File: config.mk
export PLATFORM = sky130hd
export DESIGN_NAME = uart_rx_cfg
export DESIGN_NICKNAME = d
export VERILOG_FILES = /design/src/rtl/uart_pkg.sv /design/src/rtl/uart_baud_tick.sv /design/src/rtl/uart_rx_cfg.sv
export SDC_FILE = /design/constraint.sdc
export NUM_CORES = 1
export LEC_CHECK = 0
export ABC_CLOCK_PERIOD_IN_PS = 1900
export BUFFER_PORTS_ARGS = -buffer_cell sky130_fd_sc_hd__buf_2
export CAP_MARGIN = 25
export CORE_ASPECT_RATIO = 0.75
export CORE_MARGIN = 2
export CORE_UTILIZATION = 53
export DETAILED_ROUTE_END_ITERATION = 8
export GPL_ROUTABILITY_DRIVEN = 0
export PLACE_DENSITY = 0.74
export SLEW_MARGIN = 40
export SYNTH_ARGS = -nofsm -noshare
export SYNTH_HDL_FRONTEND = slang
export SYNTH_SLANG_ARGS = --single-unit
File: constraint.sdc
create_clock -name clk -period 1.9 [get_ports clk]
set_clock_uncertainty 0.05 [all_clocks]
set_input_delay 0.095 -clock clk [delete_from_list [all_inputs] [get_ports clk]]
set_output_delay 0.095 -clock clk [all_outputs]
set_load 0.03 [all_outputs]
File: src/rtl/uart_pkg.sv
// ============================================================================
// Module : uart_pkg
// Brief  : Shared types and helpers for the configurable UART blocks.
// Rev    : 1.0 - initial release
// ============================================================================
`default_nettype none

package uart_pkg;

  typedef enum logic [1:0] {
    PAR_NONE = 2'd0,
    PAR_ODD  = 2'd1,
    PAR_EVEN = 2'd2
  } parity_e;

  typedef enum logic [2:0] {
    ST_IDLE       = 3'd0,
    ST_START      = 3'd1,
    ST_DATA       = 3'd2,
    ST_PARITY     = 3'd3,
    ST_STOP       = 3'd4,
    ST_BREAK_WAIT = 3'd5
  } rx_state_e;

  localparam logic START_BIT = 1'b0;
  localparam logic STOP_BIT  = 1'b1;

  function automatic int calc_tick_div(input int clk_frq, input int baud, input int os);
    return clk_frq / (baud * os);
  endfunction

endpackage

`default_nettype wire

File: src/rtl/uart_baud_tick.sv
// ============================================================================
// Module : uart_baud_tick
// Brief  : Oversample tick generator; restart re-phases it to an external edge.
// Rev    : 1.0 - initial release
// ============================================================================
`default_nettype none

module uart_baud_tick
  import uart_pkg::*;
#(
  parameter int CLK_FRQ    = 250000000,
  parameter int BAUD_RATE  = 115200,
  parameter int OVERSAMPLE = 16
) (
  input  logic clk,
  input  logic areset,
  input  logic restart,
  output logic tick
);

  localparam int c_DIV = calc_tick_div(CLK_FRQ, BAUD_RATE, OVERSAMPLE);
  localparam int c_CW  = (c_DIV > 1) ? $clog2(c_DIV) : 1;
  localparam logic [c_CW-1:0] c_TOP = c_CW'(c_DIV - 1);

  if (c_DIV < 1) begin : g_bad_div
    $error("uart_baud_tick: clock too slow for BAUD_RATE*OVERSAMPLE");
  end

  logic [c_CW-1:0] r_cnt;

  always_ff @(posedge clk) begin
    if (areset || restart) begin
      r_cnt <= '0;
    end else if (r_cnt == c_TOP) begin
      r_cnt <= '0;
    end else begin
      r_cnt <= r_cnt + 1'b1;
    end
  end

  assign tick = (r_cnt == c_TOP) && !restart;

endmodule

`default_nettype wire

File: src/rtl/uart_rx_cfg.sv
// ============================================================================
// Module : uart_rx_cfg
// Brief  : Configurable UART receiver with majority voting, error flags and
//          a valid/ready output holding register with overrun detection.
// Rev    : 1.0 - initial release
// ============================================================================
`default_nettype none

module uart_rx_cfg
  import uart_pkg::*;
#(
  parameter int CLK_FRQ    = 250000000,
  parameter int BAUD_RATE  = 115200,
  parameter int DATA_BITS  = 8,
  parameter int PARITY     = 0,
  parameter int STOP_BITS  = 1,
  parameter int OVERSAMPLE = 16
) (
  input  logic                 clk,
  input  logic                 areset,
  input  logic                 data_in,
  input  logic                 rx_ready,
  output logic                 rx_open,
  output logic                 rx_valid,
  output logic [DATA_BITS-1:0] rx_saved,
  output logic                 rx_parity_err,
  output logic                 rx_frame_err,
  output logic                 rx_break,
  output logic                 rx_overrun
);

  if (DATA_BITS < 5 || DATA_BITS > 9 || PARITY < 0 || PARITY > 2 ||
      STOP_BITS < 1 || STOP_BITS > 2 || OVERSAMPLE < 8 || (OVERSAMPLE % 2) != 0 ||
      calc_tick_div(CLK_FRQ, BAUD_RATE, OVERSAMPLE) < 1) begin : g_bad_cfg
    $error("uart_rx_cfg: illegal parameter set");
  end

  localparam int c_TW = $clog2(OVERSAMPLE);
  localparam int c_BW = $clog2(DATA_BITS);
  localparam logic [c_TW-1:0] c_V0   = c_TW'(OVERSAMPLE/2 - 1);
  localparam logic [c_TW-1:0] c_V1   = c_TW'(OVERSAMPLE/2);
  localparam logic [c_TW-1:0] c_V2   = c_TW'(OVERSAMPLE/2 + 1);
  localparam logic [c_TW-1:0] c_LAST = c_TW'(OVERSAMPLE - 1);
  localparam logic [c_BW-1:0] c_BLAST = c_BW'(DATA_BITS - 1);

  logic [1:0]           r_sync;
  logic                 r_sync_q;
  rx_state_e            r_state;
  logic                 r_open;
  logic [c_TW-1:0]      r_tcnt;
  logic                 r_v0, r_v1;
  logic [c_BW-1:0]      r_bcnt;
  logic                 r_scnt;
  logic [DATA_BITS-1:0] r_shift;
  logic                 r_pe_acc, r_fe_acc, r_any_one, r_brk, r_done;
  logic                 r_valid, r_pe, r_fe, r_break, r_overrun;
  logic [DATA_BITS-1:0] r_saved;

  logic w_sync, w_fall, w_restart, w_tick, w_vote, w_bit;

  assign w_sync    = r_sync[1];
  assign w_fall    = r_sync_q & ~w_sync;
  assign w_restart = (r_state == ST_IDLE) && w_fall;
  assign w_vote    = w_tick && (r_tcnt == c_V2);
  assign w_bit     = (r_v0 & r_v1) | (r_v0 & w_sync) | (r_v1 & w_sync);

  uart_baud_tick #(
    .CLK_FRQ   (CLK_FRQ),
    .BAUD_RATE (BAUD_RATE),
    .OVERSAMPLE(OVERSAMPLE)
  ) u_tick (
    .clk    (clk),
    .areset (areset),
    .restart(w_restart),
    .tick   (w_tick)
  );

  always_ff @(posedge clk) begin
    if (areset) begin
      r_sync   <= 2'b11;
      r_sync_q <= 1'b1;
    end else begin
      r_sync   <= {r_sync[0], data_in};
      r_sync_q <= w_sync;
    end
  end

  // State advances at each bit's vote tick; r_tcnt keeps the bit phase running.
  always_ff @(posedge clk) begin
    if (areset) begin
      r_state   <= ST_IDLE;
      r_open    <= 1'b1;
      r_tcnt    <= '0;
      r_v0      <= 1'b1;
      r_v1      <= 1'b1;
      r_bcnt    <= '0;
      r_scnt    <= 1'b0;
      r_shift   <= '0;
      r_pe_acc  <= 1'b0;
      r_fe_acc  <= 1'b0;
      r_any_one <= 1'b0;
      r_brk     <= 1'b0;
      r_done    <= 1'b0;
    end else begin
      r_done <= 1'b0;
      if (w_tick && (r_state inside {ST_START, ST_DATA, ST_PARITY, ST_STOP})) begin
        r_tcnt <= (r_tcnt == c_LAST) ? '0 : r_tcnt + 1'b1;
        if (r_tcnt == c_V0) r_v0 <= w_sync;
        if (r_tcnt == c_V1) r_v1 <= w_sync;
      end
      case (r_state)
        ST_IDLE: begin
          if (w_fall) begin
            r_state   <= ST_START;
            r_open    <= 1'b0;
            r_tcnt    <= '0;
            r_bcnt    <= '0;
            r_scnt    <= 1'b0;
            r_pe_acc  <= 1'b0;
            r_fe_acc  <= 1'b0;
            r_any_one <= 1'b0;
          end
        end
        ST_START: begin
          if (w_vote) begin
            if (w_bit == START_BIT) begin
              r_state <= ST_DATA;
            end else begin
              r_state <= ST_IDLE;
              r_open  <= 1'b1;
            end
          end
        end
        ST_DATA: begin
          if (w_vote) begin
            r_shift   <= {w_bit, r_shift[DATA_BITS-1:1]};
            r_any_one <= r_any_one | w_bit;
            if (r_bcnt == c_BLAST) begin
              r_bcnt  <= '0;
              r_state <= (PARITY != 0) ? ST_PARITY : ST_STOP;
            end else begin
              r_bcnt <= r_bcnt + 1'b1;
            end
          end
        end
        ST_PARITY: begin
          if (w_vote) begin
            r_any_one <= r_any_one | w_bit;
            r_pe_acc  <= (PARITY == int'(PAR_ODD)) ? ~(^r_shift ^ w_bit) : (^r_shift ^ w_bit);
            r_state   <= ST_STOP;
          end
        end
        ST_STOP: begin
          if (w_vote) begin
            r_any_one <= r_any_one | w_bit;
            if (w_bit != STOP_BIT) r_fe_acc <= 1'b1;
            if (r_scnt == 1'(STOP_BITS - 1)) begin
              r_done <= 1'b1;
              r_brk  <= ~(r_any_one | w_bit);
              if (!(r_any_one | w_bit)) begin
                r_state <= ST_BREAK_WAIT;
                r_tcnt  <= '0;
              end else begin
                r_state <= ST_IDLE;
                r_open  <= 1'b1;
              end
            end else begin
              r_scnt <= 1'b1;
            end
          end
        end
        ST_BREAK_WAIT: begin
          // Line must stay high for a whole bit before re-arming.
          if (!w_sync) begin
            r_tcnt <= '0;
          end else if (w_tick) begin
            if (r_tcnt == c_LAST) begin
              r_tcnt  <= '0;
              r_state <= ST_IDLE;
              r_open  <= 1'b1;
            end else begin
              r_tcnt <= r_tcnt + 1'b1;
            end
          end
        end
        default: begin
          r_state <= ST_IDLE;
          r_open  <= 1'b1;
        end
      endcase
    end
  end

  always_ff @(posedge clk) begin
    if (areset) begin
      r_valid   <= 1'b0;
      r_saved   <= '0;
      r_pe      <= 1'b0;
      r_fe      <= 1'b0;
      r_break   <= 1'b0;
      r_overrun <= 1'b0;
    end else begin
      r_overrun <= 1'b0;
      if (r_done) begin
        if (!r_valid || rx_ready) begin
          r_valid <= 1'b1;
          r_saved <= r_brk ? '0 : r_shift;
          r_pe    <= r_brk ? 1'b0 : r_pe_acc;
          r_fe    <= r_fe_acc | r_brk;
          r_break <= r_brk;
        end else begin
          r_overrun <= 1'b1;
        end
      end else if (r_valid && rx_ready) begin
        r_valid <= 1'b0;
      end
    end
  end

  assign rx_open       = r_open;
  assign rx_valid      = r_valid;
  assign rx_saved      = r_saved;
  assign rx_parity_err = r_pe;
  assign rx_frame_err  = r_fe;
  assign rx_break      = r_break;
  assign rx_overrun    = r_overrun;

endmodule

`default_nettype wire

After elaboration in Yosys (flattened, before gate mapping)
Index checks and enable logic that the tools add are counted.

Register bits: 51. Output and inout bits: 14. Input bits: 4.

Eq/ne operators: 26. Add/sub/neg operators: 3. Reduce and logical (&&, ||, !) cells: 35. Bitwise operators: 16. Multiplexer cells: 53.

Operators with widths (number): 2-to-1 mux 3 bit (14); 2-to-1 mux 4 bit (8); != test 2 bit (second input constant) (11); 2-to-1 mux 1 bit (21); AND reduction 10 bit (2); case mux 3 bit (6 select lines) (1); AND reduction 3 bit (5); == test 4 bit (second input constant) (3); case mux 4 bit (3 select lines) (1); AND reduction 2 bit (5); nonzero test 2 bit (5); == test 3 bit (second input constant) (3); adder 8 x 1 -> 8 bit (second input constant) (1); == test 8 bit (second input constant) (1); 2-to-1 mux 8 bit (1); != test 2 x 1 -> 1 bit (second input constant) (4); case mux 1 bit (2 select lines) (4); parity 8 bit (1); NOT 1 bit (7); == test 3 x 2 -> 1 bit (second input constant) (2); case mux 3 bit (2 select lines) (1); OR reduction 2 bit (3); OR reduction 3 bit (2); logical AND 1 bit (5); other kinds (14) (22).

Depth between registers and ports, before layout
Gate-level depths: netlist (run 1).

Word-level depth: 11. Gate-level depth with buffers: 8.

By module
From an unflattened synthesis (run 1), not the netlist that was laid out.

Cells, all modules: 281. Area total of the unflattened synthesis: 2456.1 um^2.

By module, submodules not included: uart_rx_cfg (instances 1, area each 2089.5 um^2, cells an instance 241); uart_baud_tick (instances 1, area each 366.6 um^2, cells an instance 40).

Worst setup path before layout (run 1)
OpenSTA, ideal clock, no wires.

Path type: register -> register. Start point: reg r_tcnt[0]. End point: reg r_bcnt[0]. Data required time: 1780 ps. Data arrival time: 1861 ps. Clock period less this slack: 1982 ps. Setup slack: -82 ps. Buffers on the path: 0. Setup time: 70 ps. Cell stages (with the launch flop): 7. Cell sequence: dfxtp_1 ha_1 and3b_1 nand3_2 a2111o_1 or4_1 a21oi_1.

Longest elaborated chain between the ends: 4.

Ends and longest elaborated chain: from (decl) (line uart_rx_cfg.sv:50) `logic [c_TW-1:0] r_tcnt;`; from (signal assigned) (line uart_rx_cfg.sv:107) `r_tcnt <= (r_tcnt == c_LAST) ? '0 : r_tcnt + 1'b1;`; from (signal assigned) (line uart_rx_cfg.sv:182) `r_tcnt <= r_tcnt + 1'b1;`; == test 4 bit (line uart_rx_cfg.sv:64) `assign w_vote = w_tick && (r_tcnt == c_V2);`; logical AND 1 bit (line uart_rx_cfg.sv:64); != test 2 bit (no source line); AND reduction 3 bit (no source line); to (signal assigned) (line uart_rx_cfg.sv:142) `r_bcnt <= r_bcnt + 1'b1;`; to (decl) (line uart_rx_cfg.sv:52) `logic [c_BW-1:0] r_bcnt;`.

Every way passes these cells. A chain may end at the register's enable or synchronous reset.

Final worst setup path (run 1)
Start point: reg r_tcnt[1]. End point: reg r_bcnt[0].

Same word-level chain as after synthesis.

==> results of run 1 <==
-- cell families after synthesis --
group / after synthesis / share of synthesized area (%)
buffers and inverters: 26 / 3.992
adders and majority gates: 8 / 3.992
xor gates and xnor gates: 15 / 5.937
muxes: 2 / 0.8189
DFF: 50 / 40.94
AOI/OAI and AO/OA: 68 / 17.19
and+or+nand+nor: 128 / 27.12
-- layout make-up --
cell class              count  area, µm²
clock buffers               5      68.82
clock inverters             3      43.79
fillers                   367       1484
inverters                   8      30.03
multi-input cells         221       1379
flip-flops and latches     50       1006
well taps                  57      71.32
repair buffers             49      357.8
-- cells in the mapped netlist (3+ instances only) --
cell type  instances  area [µm²]
clkbuf_1          18       67.56
and3_1             3       18.77
or3_1              3       18.77
or2_2              4       25.02
nor3_1             7       35.03
xnor2_1           12       105.1
o21ai_0            8       40.04
nor3b_1            9       67.56
and2_1             3       18.77
nand2b_1           4       25.02
nor2_1            37       138.9
inv_1              8       30.03
dfxtp_1           50        1001
nand3_1           11       55.05
or4_1              3       22.52
a21oi_1           36       180.2
nand2_1           30       112.6
ha_1               7       87.58
-- critical path, stage by stage (launching register included) --
cell,delay (ns)
dfxtp_2,0.35
inv_2,0.06
ha_1,0.12
and3b_2,0.22
nand3_4,0.10
a2111o_1,0.40
or4_1,0.41
a21oi_1,0.12
-- sequential cells by signal, indices dropped and copies added, names as in the netlist, 2 cells and up --
register      flops
r_shift           8
rx_saved          8
u_tick.r_cnt      8
r_tcnt            4
r_bcnt            3
r_state           3
r_sync            2
-- layer usage --
| layer | part of all wire [%] | routed length [µm] | track usage [%] | vias to the layer above |
|---|---|---|---|---|
| met1 | 49 | 2828 | 35.11 | 1055 |
| met2 | 42 | 2444 | 33.67 | 88 |
| li1 | - | - | - | 1116 |
| met3 | 7.2 | 417 | 4.335 | 15 |
| met5 | 0 | 0 | 0 | - |
| met4 | 1.5 | 88 | 7.708 | 0 |
-- path summary, 6_finish.rpt --
path,from,to,slack [ns],depth (start not counted)
worst max-delay path,r_tcnt[1],r_bcnt[0],0.01,7
worst min-delay path,rx_ready,rx_overrun,0.06,3
worst max register to register,r_tcnt[1],r_bcnt[0],0.01,7
worst min register to register,r_sync[0],r_sync[1],0.37,1
-- metrics by stage --
step / cell area, µm² / setup TNS, ns / setup slack, ns
CTS: 2889 / 0 / 0.009304
global route: 2957 / -0.1007 / -0.06725
detailed placement: 2751 / -0.02128 / -0.02128
global placement: 2751 / 0 / 0.07956
floorplan: 2447 / 0 / 0.002857
finish: 2957 / 0 / 0.01102
-- power breakdown --
part	internal, mW	switching, mW
clock network	0.395	0.372
registers	1.08	0.0499
logic	0.244	0.358
total	1.72	0.780
-- repair_timing --
| item | 4_1_cts | 5_1_grt |
|---|---|---|
| gates cloned | 0 | 1 |
| pin swaps | 0 | 6 |
| setup buffers | 0 | 3 |
| gates resized for setup | 3 | 6 |
| hold endpoints to repair | 1 | 0 |
| hold buffers | 1 | 0 |
| setup endpoints to repair | 2 | 14 |
==> metrics.md, run 1 <==
| Metric | Value |
|---|---|
| Diodes inserted | `0` |
| Std cell rows | `21` |
| CTS Buf Count | `5` |
| Core Util, Final | `66.58%` |
| # nets final | `346` |
| Share of layout cells above drive strength 1 | `22.32%` |
| Post-synthesis sequential area ratio | `40.94%` |
| GRT Util Overall | `23.49%` |
| Warnings, synthesis | `0` |
| Status | `completed` |
| Maximum number of pins on one net before global-route repair | `23` |
| CP Data Required Time | `2.10 ns` |
| Clk Latency, worst-skew pair | `0.31 ns` |
| Clk pin slew, worst setup/hold paths | `0.10 ns` |
| Final worst-path cycle share | `99.42%` |
| Post-DR vias/cell | `5.786` |
| Commonest non-fill, non-tap cells in the layout | `dfxtp_1 (46), nor2_1 (36), a21oi_1 (36)` |
| Antenna viol nets, final | `0` |
| Global route overflow | `0` |
| DIE HEIGHT | `62.82 µm` |
| # setup viols final | `0` |
| Peak supply drop | `0.6973 mV` |
| Drt wl/cell | `14.70 µm` |
| Register bit count reported by yosys | `50` |
| Root Driver | `clkbuf_8` |
| Worst Setup Start Kind | `register` |
| P&R area growth vs syn | `20.93%` |
| Post-synth cell types | `48` |
| Total power | `2.504 mW` |
| Post-route minimum period | `1.889 ns` |
| Leak pwr | `1.127 nW` |
| Slew HR | `53.67%` |
| CTS tree | `built` |
| Worst-Margin Slew | `0.6885 ns` |
| Core Box Area | `4441 µm²` |
| Vias in the first global route | `2055` |
| CTS H-tree depth | `2` |
| MaxCap Viol Count | `0` |
| First drt pass iteration count | `5` |
| Unrepaired setup endpoints after global routing | `yes` |
| Starting DRC count in detailed routing | `234` |
| Initial antenna violation count | `0` |
| Worst path arrival time | `2.08 ns` |
| CTS max path bufs | `2` |
| Primary FF master, synth | `dfxtp_1` |
| Worst Setup End Kind | `register` |
| Die width | `82.43 µm` |
| Async set or reset register ratio after synthesis | `0%` |
| First-pass GRT wire length | `9494 µm` |
| Via Count | `2274` |
| Mapped cell area | `2445 µm²` |
| Clk sinks | `50` |
| Syn_nets | `308` |
| Critical path class | `register to register` |
| Synth Instances | `297` |
| Final hold vios | `0` |
| Count of final max-slew check failures | `0` |
| CP Max Fanout | `4` |
| Placed cell count | `380` |
| Worst hold margin | `0.06224 ns` |
| Leading cell type in the layout, fill and taps excluded | `dfxtp_1` |
| Mapped Avg Cell Area | `8.232 µm²` |
| IO Pins | `18` |
| Tightest Hold Check Type | `input port to register` |
| Pwr Density | `846.8 nW/µm²` |
| Number of buffers added on ports | `17` |
| Starting Density | `55.06%` |
| Wirelength, routed | `5779 µm` |
| DIE AREA | `5178 µm²` |
| Detailed Place HPWL | `3929 µm` |
| Post-synth EDFFs | `0` |
| Max Clk Rate | `529.4 MHz` |
| Fin cells | `393` |
| # DRC | `0` |
(Power assumes the default switching activity.)
==> inputs of run 2 (changes only) <==
--- a/config.mk
+++ b/config.mk
@@ -17,4 +17,5 @@
 export SLEW_MARGIN = 40
 export SYNTH_ARGS = -nofsm -noshare
 export SYNTH_HDL_FRONTEND = slang
+export SYNTH_HIERARCHICAL = 1
 export SYNTH_SLANG_ARGS = --single-unit
==> run 2 against run 1 <==
  * The run now ends with setup timing left
  * Sequential share of layout area shrank 1.2 points
  * Cell count down 1.5%
  * Combinational power fell by 41%
  * Critical path depth up 2
  * Routed wire length decreased by 3.8%
  * Core utilization increased by 1.9 points
  * Final area is 3.5% higher
  * Critical path type unchanged
  * Die area is 0.43% higher
==> metrics.md, run 2 <==
| Metric | Value |
|---|---|
| Global route overflow | `0 (unchanged)` |
| Tightest Hold Check Type | `input port to register` |
| Worst hold margin | `0.06417 ns (+0.001928 ns)` |
| Failing checks | `setup timing` |
| Warnings, synthesis | `6 (+6)` |
| Yosys top cell area share | `40.75% (-0.19 points)` |
| Post-synth EDFFs | `0 (unchanged)` |
| Post-DR vias/cell | `5.628 (-2.7%)` |
| Final hold vios | `0 (unchanged)` |
| First-pass GRT wire length | `8949 µm (-5.7%)` |
| # setup viols final | `26 (+26)` |
| Count leader, synth | `dfxtp_1` |
| Commonest non-fill, non-tap cells in the layout | `dfxtp_1 (48), nor2_1 (37), buf_4 (33)` |
| Mapped Avg Cell Area | `8.741 µm² (+6.2%)` |
| Drt wl/cell | `14.37 µm (-2.3%)` |
| CTS tree | `built` |
| Detailed Place HPWL | `3609 µm (-8.1%)` |
| Synth Instances | `281 (-5.4%)` |
| Worst path arrival time | `2.33 ns (+0.25 ns)` |
| IO Pins | `18 (unchanged)` |
| Root Driver | `clkbuf_8` |
| Clk pin slew, worst setup/hold paths | `0.10 ns (about the same)` |
| Cell Area, Placed | `2814 µm² (+2.3%)` |
| Fin area | `3059 µm² (+3.5%)` |
| Slew HR | `58.74% (+5.1 points)` |
| Vias in the first global route | `1954 (-4.9%)` |
| Critical path class | `register to register` |
| Post-route minimum period | `2.139 ns (+0.2495 ns)` |
| Primary FF master, synth | `dfxtp_1` |
| Leading area contributor after synthesis | `dfxtp_1` |
| Worst Setup Start Kind | `register` |
| Std cell rows | `21 (unchanged)` |
| Area of the multi-input gates | `1446 µm² (+4.9%)` |
| Status | `complete, but fails checks` |
| Count of final max-slew check failures | `0 (unchanged)` |
| Register area | `1003 µm² (-0.25%)` |
| Unrepaired setup endpoints after global routing | `yes` |
| DIE HEIGHT | `62.96 µm (+0.21%)` |
| Register bit count reported by yosys | `50 (unchanged)` |
| CTS H-tree depth | `2 (unchanged)` |
| First drt pass iteration count | `4 (-1)` |
| Post-synthesis sequential area ratio | `40.75% (-0.19 points)` |
| Max Clk Rate | `467.6 MHz (-12%)` |
| Fin worst setup slack | `-0.2385 ns (-0.2495 ns)` |
| Clk sinks | `50 (unchanged)` |
| Core Util, Final | `68.49% (+1.9 points)` |
| MaxCap Viol Count | `0 (unchanged)` |
| Antenna viol nets, final | `0 (unchanged)` |
| Via Count | `2178 (-4.2%)` |
| Share of layout cells above drive strength 1 | `29.39% (+7.1 points)` |
| CP Data Required Time | `2.10 ns (about the same)` |
| Leak pwr | `1.225 nW (+8.7%)` |
| Diodes inserted | `0 (unchanged)` |
| Initial antenna violation count | `0 (unchanged)` |
| Clk Latency, worst-skew pair | `0.32 ns (about the same)` |
| Most frequent cells after synthesis | `dfxtp_1 (50), nor2_1 (40), a21oi_1 (25)` |
| Fill count | `368 (+0.27%)` |
| Maximum number of pins on one net before global-route repair | `40 (+74%)` |
| CTS Buf Count | `5 (unchanged)` |
| Pwr Density | `692.7 nW/µm² (-18%)` |
| CTS max path bufs | `2 (unchanged)` |
| DIE AREA | `5200 µm² (+0.43%)` |
| Worst Setup End Kind | `register` |
| Top cells by area, synth | `dfxtp_1 (41%), nor2_1 (6.1%), a21oi_1 (5.1%)` |
| CP Max Fanout | `5 (+1)` |
| Peak supply drop | `0.5060 mV (-27%)` |
| Wirelength, routed | `5562 µm (-3.8%)` |
| Worst-Margin Slew | `0.6175 ns (-0.07108 ns)` |
| Syn_nets | `292 (-5.2%)` |
| Starting Density | `54.99% (-0.072 points)` |
| Core Box Area | `4467 µm² (+0.59%)` |
| Starting DRC count in detailed routing | `154 (-34%)` |
| # DRC | `0 (unchanged)` |
| Die width | `82.61 µm (+0.22%)` |
| # nets final | `340 (-1.7%)` |
| Post-synth cell types | `55 (+15%)` |
| Async set or reset register ratio after synthesis | `0% (unchanged)` |
| Final worst-path cycle share | `112.6% (+13 points)` |
| Number of buffers added on ports | `17 (unchanged)` |
| GRT Util Overall | `22.24% (-1.3 points)` |
| P&R area growth vs syn | `24.55%` |
| Leading cell type in the layout, fill and taps excluded | `dfxtp_1` |
| Mapped cell area | `2456 µm² (+0.46%)` |
-- run 2: kinds of logic after synthesis --
group	synth area share, %
fa+ha+maj	3.973
flops	40.75
compound gates	17.22
simple gates	24.71
mux	4.891
xor+xnor	4.126
buf+inv	4.330
-- run 2: report_power, final --
| group | internal [mW] | switching [mW] | total (mW) |
|---|---|---|---|
| Clock | 0.274 | 0.401 | 0.674 |
| Sequential | 1.07 | 0.0167 | 1.09 |
| Combinational | 0.143 | 0.214 | 0.357 |
| Total | 1.49 | 0.631 | 2.12 |
-- run 2: final timing paths --
kind          endpoint  depth (start not counted)  slack [ns]             from
max           r_pe_acc                          9       -0.24  u_tick/r_cnt[0]
max reg2reg   r_pe_acc                          9       -0.24  u_tick/r_cnt[0]
min reg2reg  r_sync[1]                          1        0.36        r_sync[0]
min               r_v0                          3        0.06           areset
-- run 2: layout make-up --
class | count | area share (%)
Sequential cell | 50 | 32.80
Clock inverter | 3 | 0.9407
Inverter | 11 | 1.350
Tap cell | 57 | 2.331
Multi-Input combinational cell | 205 | 47.28
Clock buffer | 5 | 2.249
Timing Repair Buffer | 56 | 13.05
-- run 2: routing by layer --
layer | share of wire [%] | wire, µm | vias up | global-route usage [%]
li1 | - | - | 1094 | -
met3 | 5.5 | 307 | 11 | 4.913
met2 | 46 | 2532 | 62 | 32.16
met1 | 47 | 2623 | 1011 | 32.01
met4 | 1.8 | 99 | 0 | 8.607
met5 | 0 | 0 | - | 0
-- run 2: through the flow --
stage,worst slack (ns),setup TNS [ns],cells,total power [mW]
finish,-0.2385,-3.774,387,2.119
CTS,-0.2782,-4.383,383,2.102
detailed placement,-0.2653,-3.935,372,1.421
floorplan,-0.2491,-2.568,281,1.328
global route,-0.3493,-7.005,387,2.201
global placement,-0.2239,-2.820,372,1.419
-- run 2: critical path, cell delays in order (launching register included) --
cell      delay (ns)
dfxtp_2         0.33
inv_2           0.07
ha_4            0.12
nand4b_1        0.15
nor3_4          0.30
nand4b_4        0.20
buf_6           0.17
or3_4           0.32
or2_0           0.22
a21oi_1         0.13
-- run 2: repair_timing --
action / 4_1_cts / 5_1_grt
setup endpoints to repair: 26 / 26
endpoints found under the hold margin: 1 / 0
buffers inserted: 3 / 4
gates resized for setup: 8 / 18
pin swaps: 2 / 14
hold buffers: 1 / 0
